[config.mk]
export PLATFORM = sky130hd
export DESIGN_NAME = i2cmb_xfer_sequencer
export DESIGN_NICKNAME = d
export VERILOG_FILES = /design/src/rtl/i2cmb_xfer_sequencer.sv
export SDC_FILE = /design/constraint.sdc
export NUM_CORES = 1
export LEC_CHECK = 0
export ABC_AREA = 1
export ABC_CLOCK_PERIOD_IN_PS = 2400
export CORE_MARGIN = 10
export CORE_UTILIZATION = 60
export CTS_CLUSTER_DIAMETER = 40
export DETAILED_ROUTE_END_ITERATION = 8
export DONT_BUFFER_PORTS = 1
export HOLD_SLACK_MARGIN = 0.1
export MAX_ROUTING_LAYER = met4
export PLACE_DENSITY = 0.76
export SLEW_MARGIN = 20
export SYNTH_ARGS = -nofsm -noshare
export SYNTH_HDL_FRONTEND = slang
export SYNTH_SLANG_ARGS = --single-unit
export TNS_END_PERCENT = 30
[constraint.sdc]
create_clock -name clk_i -period 2.4 [get_ports clk_i]
set_clock_uncertainty 0.15 [all_clocks]
set_input_delay 0 -clock clk_i [delete_from_list [all_inputs] [get_ports clk_i]]
set_output_delay 0 -clock clk_i [all_outputs]
set_load 0.005 [all_outputs]
[src/rtl/i2cmb_xfer_sequencer.sv]
// i2cmb_xfer_sequencer
//   Wishbone master that runs one complete I2C transfer on an iicmb_m_wb
//   controller: enable, Set Bus, Start, address, data bytes, Stop.
//   Command completion is taken from irq_i followed by a CMDR status read.
// Ports
//   clk_i, rst_i                      clock, synchronous active-low reset
//   req_valid/req_ready/req_*         transfer request (bus, addr, rnw, len)
//   wdata/wdata_valid/wdata_ready     write byte stream
//   rdata/rdata_valid                 read byte strobe
//   done/status                       completion pulse, 00 OK 01 NAK 10 AL 11 err
//   cyc_o stb_o we_o adr_o dat_o      Wishbone master outputs
//   dat_i ack_i irq_i                 Wishbone inputs, controller interrupt
module i2cmb_xfer_sequencer #(
    parameter int LEN_W       = 8,
    parameter int BUS_W       = 4,
    parameter int TIMEOUT_CYC = 2000000
) (
    input  logic             clk_i,
    input  logic             rst_i,
    input  logic             req_valid,
    output logic             req_ready,
    input  logic [BUS_W-1:0] req_bus,
    input  logic [6:0]       req_addr,
    input  logic             req_rnw,
    input  logic [LEN_W-1:0] req_len,
    input  logic [7:0]       wdata,
    input  logic             wdata_valid,
    output logic             wdata_ready,
    output logic [7:0]       rdata,
    output logic             rdata_valid,
    output logic             done,
    output logic [1:0]       status,
    output logic             cyc_o,
    output logic             stb_o,
    output logic             we_o,
    output logic [1:0]       adr_o,
    output logic [7:0]       dat_o,
    input  logic [7:0]       dat_i,
    input  logic             ack_i,
    input  logic             irq_i
);
    localparam int TO_W = $clog2(TIMEOUT_CYC + 1);
    localparam logic [TO_W-1:0] TO_LAST = TO_W'(TIMEOUT_CYC - 1);

    localparam logic [1:0] A_CSR = 2'd0, A_DPR = 2'd1, A_CMDR = 2'd2;
    localparam logic [7:0] CMD_WRITE = 8'h01, CMD_RDACK = 8'h02, CMD_RDNAK = 8'h03,
                           CMD_START = 8'h04, CMD_STOP  = 8'h05, CMD_SETBUS = 8'h06;

    typedef enum logic [3:0] {
        S_IDLE, S_EN, S_CMD, S_WB_ACC, S_IRQ_WAIT, S_STAT_RD,
        S_WDATA, S_RD_DPR, S_STOP, S_ABORT_DIS, S_DONE
    } state_t;

    typedef enum logic [2:0] {P_BUS, P_START, P_ADDR, P_DATA, P_STOP} phase_t;

    state_t           r_state, r_ret;
    phase_t           r_phase;
    logic             r_enabled;
    logic [BUS_W-1:0] r_bus;
    logic [6:0]       r_addr;
    logic             r_rnw;
    logic [LEN_W-1:0] r_cnt;
    logic [7:0]       r_cmd;
    logic [3:0]       r_stat;       // DON, NAK, AL, ERR from last CMDR read
    logic [1:0]       r_pend;       // status to report when the Stop completes
    logic [TO_W-1:0]  r_to_cnt;
    logic             r_cyc, r_we;
    logic [1:0]       r_adr;
    logic [7:0]       r_dat;
    logic             r_req_ready, r_wdata_ready, r_rdata_valid, r_done;
    logic [7:0]       r_rdata;
    logic [1:0]       r_status;
    logic [LEN_W-1:0] w_cnt_nxt;

    // Bytes left once the current step is retired; the address step
    // does not consume a data byte.
    always_comb begin
        w_cnt_nxt = r_cnt - LEN_W'(1);
        if (r_state == S_STAT_RD && r_phase == P_ADDR) w_cnt_nxt = r_cnt;
    end

    function automatic state_t f_step(input logic [LEN_W-1:0] c, input logic rnw);
        if (c == '0) return S_STOP;
        else if (rnw) return S_CMD;
        else return S_WDATA;
    endfunction

    always_ff @(posedge clk_i) begin
        if (!rst_i) begin
            r_state <= S_IDLE;        r_ret <= S_IDLE;      r_phase <= P_BUS;
            r_enabled <= 1'b0;        r_bus <= '0;          r_addr <= 7'd0;
            r_rnw <= 1'b0;            r_cnt <= '0;          r_cmd <= 8'h00;
            r_stat <= 4'h0;           r_pend <= 2'b00;      r_to_cnt <= '0;
            r_cyc <= 1'b0;            r_we <= 1'b0;         r_adr <= 2'd0;
            r_dat <= 8'h00;           r_req_ready <= 1'b0;  r_wdata_ready <= 1'b0;
            r_rdata_valid <= 1'b0;    r_done <= 1'b0;       r_rdata <= 8'h00;
            r_status <= 2'b00;
        end else begin
            r_done        <= 1'b0;
            r_rdata_valid <= 1'b0;
            r_wdata_ready <= 1'b0;
            case (r_state)
                S_IDLE: begin
                    r_req_ready <= 1'b1;
                    if (req_valid && r_req_ready) begin
                        r_req_ready <= 1'b0;
                        r_bus <= req_bus; r_addr <= req_addr; r_rnw <= req_rnw;
                        r_cnt <= req_len; r_pend <= 2'b00;
                        r_phase <= P_BUS; r_cmd <= CMD_SETBUS;
                        r_cyc <= 1'b1; r_we <= 1'b1; r_state <= S_WB_ACC;
                        if (r_enabled) begin
                            r_adr <= A_DPR; r_dat <= 8'(req_bus); r_ret <= S_CMD;
                        end else begin
                            r_adr <= A_CSR; r_dat <= 8'hC0; r_ret <= S_EN;
                        end
                    end
                end
                S_EN: begin
                    r_enabled <= 1'b1;
                    r_cyc <= 1'b1; r_we <= 1'b1; r_adr <= A_DPR; r_dat <= 8'(r_bus);
                    r_ret <= S_CMD; r_state <= S_WB_ACC;
                end
                S_CMD: begin
                    r_to_cnt <= '0;
                    r_cyc <= 1'b1; r_we <= 1'b1; r_adr <= A_CMDR; r_dat <= r_cmd;
                    r_ret <= S_IRQ_WAIT; r_state <= S_WB_ACC;
                end
                S_WB_ACC: begin
                    if (ack_i) begin
                        r_cyc <= 1'b0; r_we <= 1'b0; r_adr <= 2'd0; r_dat <= 8'h00;
                        r_stat <= dat_i[7:4];
                        r_state <= r_ret;
                        if (r_ret == S_RD_DPR) begin
                            r_rdata <= dat_i; r_rdata_valid <= 1'b1;
                        end
                        // Terminal status reads finish here so done follows the ack directly.
                        if (r_ret == S_STAT_RD && (dat_i[5] || r_phase == P_STOP)) begin
                            r_done <= 1'b1; r_state <= S_DONE;
                            r_status <= dat_i[5] ? 2'b10 : (dat_i[4] ? 2'b11 : r_pend);
                        end
                    end
                end
                S_IRQ_WAIT: begin
                    if (irq_i) begin
                        r_cyc <= 1'b1; r_we <= 1'b0; r_adr <= A_CMDR;
                        r_ret <= S_STAT_RD; r_state <= S_WB_ACC;
                    end else if (r_to_cnt == TO_LAST) begin
                        r_cyc <= 1'b1; r_we <= 1'b1; r_adr <= A_CSR; r_dat <= 8'h00;
                        r_ret <= S_ABORT_DIS; r_state <= S_WB_ACC;
                    end else begin
                        r_to_cnt <= r_to_cnt + TO_W'(1);
                    end
                end
                S_STAT_RD: begin
                    // r_stat = {DON, NAK, AL, ERR}; AL never reaches this state.
                    if (r_stat[0] || !r_stat[3]) begin
                        r_pend <= 2'b11; r_state <= S_STOP;
                    end else if (r_stat[2]) begin
                        r_pend <= 2'b01; r_state <= S_STOP;
                    end else begin
                        case (r_phase)
                            P_BUS: begin
                                r_phase <= P_START; r_cmd <= CMD_START; r_state <= S_CMD;
                            end
                            P_START: begin
                                r_phase <= P_ADDR; r_cmd <= CMD_WRITE;
                                r_cyc <= 1'b1; r_we <= 1'b1; r_adr <= A_DPR;
                                r_dat <= {r_addr, r_rnw}; r_ret <= S_CMD; r_state <= S_WB_ACC;
                            end
                            default: begin
                                if (r_rnw && r_phase == P_DATA) begin
                                    r_cyc <= 1'b1; r_we <= 1'b0; r_adr <= A_DPR;
                                    r_ret <= S_RD_DPR; r_state <= S_WB_ACC;
                                end else begin
                                    r_cnt <= w_cnt_nxt; r_phase <= P_DATA;
                                    r_cmd <= (w_cnt_nxt == LEN_W'(1)) ? CMD_RDNAK : CMD_RDACK;
                                    r_state <= f_step(w_cnt_nxt, r_rnw);
                                end
                            end
                        endcase
                    end
                end
                S_WDATA: begin
                    // Ready is raised first; the byte is taken on valid && ready.
                    if (r_wdata_ready && wdata_valid) begin
                        r_cmd <= CMD_WRITE;
                        r_cyc <= 1'b1; r_we <= 1'b1; r_adr <= A_DPR; r_dat <= wdata;
                        r_ret <= S_CMD; r_state <= S_WB_ACC;
                    end else if (wdata_valid) begin
                        r_wdata_ready <= 1'b1;
                    end
                end
                S_RD_DPR: begin
                    r_cnt <= w_cnt_nxt;
                    r_cmd <= (w_cnt_nxt == LEN_W'(1)) ? CMD_RDNAK : CMD_RDACK;
                    r_state <= f_step(w_cnt_nxt, r_rnw);
                end
                S_STOP: begin
                    r_phase <= P_STOP; r_cmd <= CMD_STOP; r_state <= S_CMD;
                end
                S_ABORT_DIS: begin
                    r_enabled <= 1'b0; r_done <= 1'b1; r_status <= 2'b11; r_state <= S_DONE;
                end
                S_DONE: begin
                    r_req_ready <= 1'b1; r_state <= S_IDLE;
                end
                default: r_state <= S_IDLE;
            endcase
        end
    end

    assign req_ready   = r_req_ready;
    assign wdata_ready = r_wdata_ready;
    assign rdata       = r_rdata;
    assign rdata_valid = r_rdata_valid;
    assign done        = r_done;
    assign status      = r_status;
    assign cyc_o       = r_cyc;
    assign stb_o       = r_cyc;
    assign we_o        = r_we;
    assign adr_o       = r_adr;
    assign dat_o       = r_dat;
endmodule

==> reports/qor.txt <==
run status = finished, final reports clean
Ports = 69
Internal Dissipation = 2.84 mW
FILL cells = 649
synthesized cell area = 0.00464 mm²
HPWL Detailed = 9.85 mm
final routed DRC violation total = 0
Clock Tree Buf Depth = 2
Worst IR Drop VDD = 0.722 mV
first-pass GRT wire length = 22.1 mm
Max FO, Critical Path = 7
total congestion overflow = 0
TritonCTS buffer count = 9
yosys warns = 0
Leakage = 2.20 nW
# rows = 32
chip height = 108 µm
TritonCTS clock tree = yes
via count = 4887
starting density of the core = 61.0%
Net Sw Power = 2.34 mW
1st-iter DRT viols = 321
most common cell after layout, fill and taps aside = sky130_fd_sc_hd__nand2_1
cell taking the most area after synthesis = sky130_fd_sc_hd__dfxtp_1
Logic pwr share = 43.1%
Root Buffer Master = sky130_fd_sc_hd__clkbuf_8
Final Hold Fails = 0
Worst Hold Class = in -> reg
Total Routing Usage GR = 23.8%
clock input transition at the sequential cells of the worst setup and hold paths = 0.10 ns
overall power consumption = 5.18 mW
TritonCTS sink count = 87
Routed Wire Length = 13.8 mm
number of detailed-routing iterations run before antenna repair = 5
power share of the sequential group = 38.2%
clock share of power = 18.7%
PortBufs = 0
type of destination of the critical path = register
mean area per synthesized cell = 6.70 µm²
Die X = 108 µm
maximum level of the CTS H-tree = 3
synthesized flop and latch total = 87
sequential standard cell area = 0.00174 mm²
Final Slew Violations = 0
unique cell type count in the Yosys netlist = 37
highest clock frequency the design can meet = 440 MHz
multi-input logic area = 0.00254 mm²
top cells by area in the synthesized netlist = sky130_fd_sc_hd__dfxtp_1 (38%), sky130_fd_sc_hd__nand2_1 (12%), sky130_fd_sc_hd__a21oi_1 (8.1%)
count of final setup violators = 0
Worst-Margin Slew = 0.559 ns
signal arrival time at the worst endpoint = 2.42 ns
hold depth = 3
largest net degree at the start of global routing = 44
shortest period the worst path allows = 2.27 ns
Power Density = 941 mW/mm²
antenna-violating nets left = 0
synthesized net count = 736
hold slack = 0.151 ns
setup slack after placement = 0.147 ns
worst max-slew margin expressed relative to the limit = 62.5%
number of instances in the synthesized netlist = 692
required time of the critical path = 2.55 ns
share of layout cells above drive strength 1 = 11.5%
routability-driven placement congestion ratio = 1.01
setup TNS after final layout = 0 ns
commonest non-fill, non-tap cells in the layout = sky130_fd_sc_hd__nand2_1 (143), sky130_fd_sc_hd__nor2_1 (89), sky130_fd_sc_hd__dfxtp_1 (85), sky130_fd_sc_hd__a21oi_1 (75), sky130_fd_sc_hd__inv_1 (62)
fraction of power spent switching nets = 45.1%
number of global-route vias before repair = 4569
DIE AREA = 0.0117 mm²
smallest setup slack after layout = 0.129 ns
number of nets in the final layout = 793
max-cap violations = 0
initial antenna violation count = 0
area share of the largest cell type after synthesis = 37.5%
share of the cycle needed by the critical path after routing = 94.6%
routed length per instance = 16.1 µm
Avg Vias per Cell = 5.71
n_diodes = 0
Setup Crit Path Kind = reg -> reg
critical path launch point type = register
r2r worst-path depth = 9
Core Region = 0.00761 mm²
area added between synthesis and finish = 18.7%
sequential fraction of the synthesis area = 37.5%
later-pin clock latency in the skew report = 0.37 ns
## kinds of logic (layout without fill, tap and decap cells)
logic type,after synthesis,after routing,share of synthesized area (%)
AO/OA/AOI/OAI,154,154,18.3
AND/OR/NAND/NOR,339,339,33.3
flip-flops,87,87,37.5
adder cells (fa/ha/maj),2,2,0.539
XOR/XNOR,11,11,2.08
buffers and inverters,99,161,8.25
## final timing paths
check | from | to | slack [ns]
worst max-delay path | r_state[1]$_SDFFE_PN0P_ | rdata[5]$_SDFFE_PN0P_ | 0.13
worst min-delay path | dat_i[2] | rdata[2]$_SDFFE_PN0P_ | 0.15
worst max register to register | r_state[1]$_SDFFE_PN0P_ | rdata[5]$_SDFFE_PN0P_ | 0.13
worst min register to register | r_bus[0]$_SDFFE_PN0P_ | r_bus[0]$_SDFFE_PN0P_ | 0.31
## worst max-delay path, cell delays in order (launching register included)
cell and delay (ns):
sky130_fd_sc_hd__dfxtp_2 0.40, sky130_fd_sc_hd__nand2_1 0.11, sky130_fd_sc_hd__inv_1 0.09, sky130_fd_sc_hd__nand2_1 0.14
sky130_fd_sc_hd__inv_2 0.15, sky130_fd_sc_hd__nand2_1 0.17, sky130_fd_sc_hd__nor2_4 0.17, sky130_fd_sc_hd__o21ai_0 0.08
sky130_fd_sc_hd__dlygate4sd3_1 0.59, sky130_fd_sc_hd__a21oi_1 0.16
## repair_timing
item                       in CTS  in global routing
setup endpoints to repair       0                 15
gates resized for setup         0                 14
hold buffers                   48                  0
hold endpoints to repair       87                  0
setup buffers                   0                  2
## synth_stat cells (all sizes together)
library cell	number
o311ai	1
ha	2
nand2	154
nand3b	5
nor4	7
clkbuf	12
o221ai	2
nor3	19
inv	81
clkinv	1
a31oi	4
buf	5
xor2	11
dfxtp	87
a211oi	4
a221oi	6
nand4	13
nand3	33
nor3b	1
o21ai	54
o211ai	6
or2	3
o21a	1
a21oi	76
nor2	104
## per-layer routing
layer	part of all wire (%)	up-vias	GRT usage, %
li1	-	2405	-
met1	44	2256	29.8
met2	47	196	38.2
met3	7.5	30	4.34
met4	2.0	0	7.44
met5	0	-	-
## through the flow
step | area (µm²) | cells | utilization (%)
floorplan | 4640 | 692 | -
global placement | 4780 | 789 | 62.9
detailed placement | 4780 | 789 | 62.9
CTS | 5450 | 853 | 71.7
global route | 5510 | 856 | 72.4
finish | 5510 | 856 | 72.4
## flip-flops by register name, summed over array words and instances (netlist names)
register,flops
r_phase,3
r_rnw,1
rdata,8
r_to_cnt,21
status,2
r_bus,4
dat_o,8
done,1
r_cnt,8
cyc_o,1
r_stat,3
r_addr,7
r_enabled,1
r_pend,2
req_ready,1
adr_o,2
r_ret,4
we_o,1
wdata_ready,1
rdata_valid,1
r_state,4
r_cmd,3
## area by class of cell
| class | count | share of cell area (%) |
|---|---|---|
| inverters | 82 | 5.59 |
| clock inverters | 7 | 1.02 |
| repair inverters | 1 | 0.136 |
| clock buffers | 9 | 2.25 |
| well taps | 102 | 2.32 |
| multi-input cells | 506 | 46.2 |
| flip-flops and latches | 87 | 31.7 |
| repair buffers | 62 | 10.8 |
## power by group through the flow
stage / Clock [mW] / Sequential [mW] / Combinational (mW)
CTS: 0.975 / 1.97 / 2.16
global route: 1.02 / 2.02 / 2.50
floorplan: 0 / 1.93 / 1.67
finish: 0.968 / 1.98 / 2.23
global placement: 0 / 2.00 / 2.00
detailed placement: 0 / 2.00 / 2.06
(Power assumes the default switching activity.)
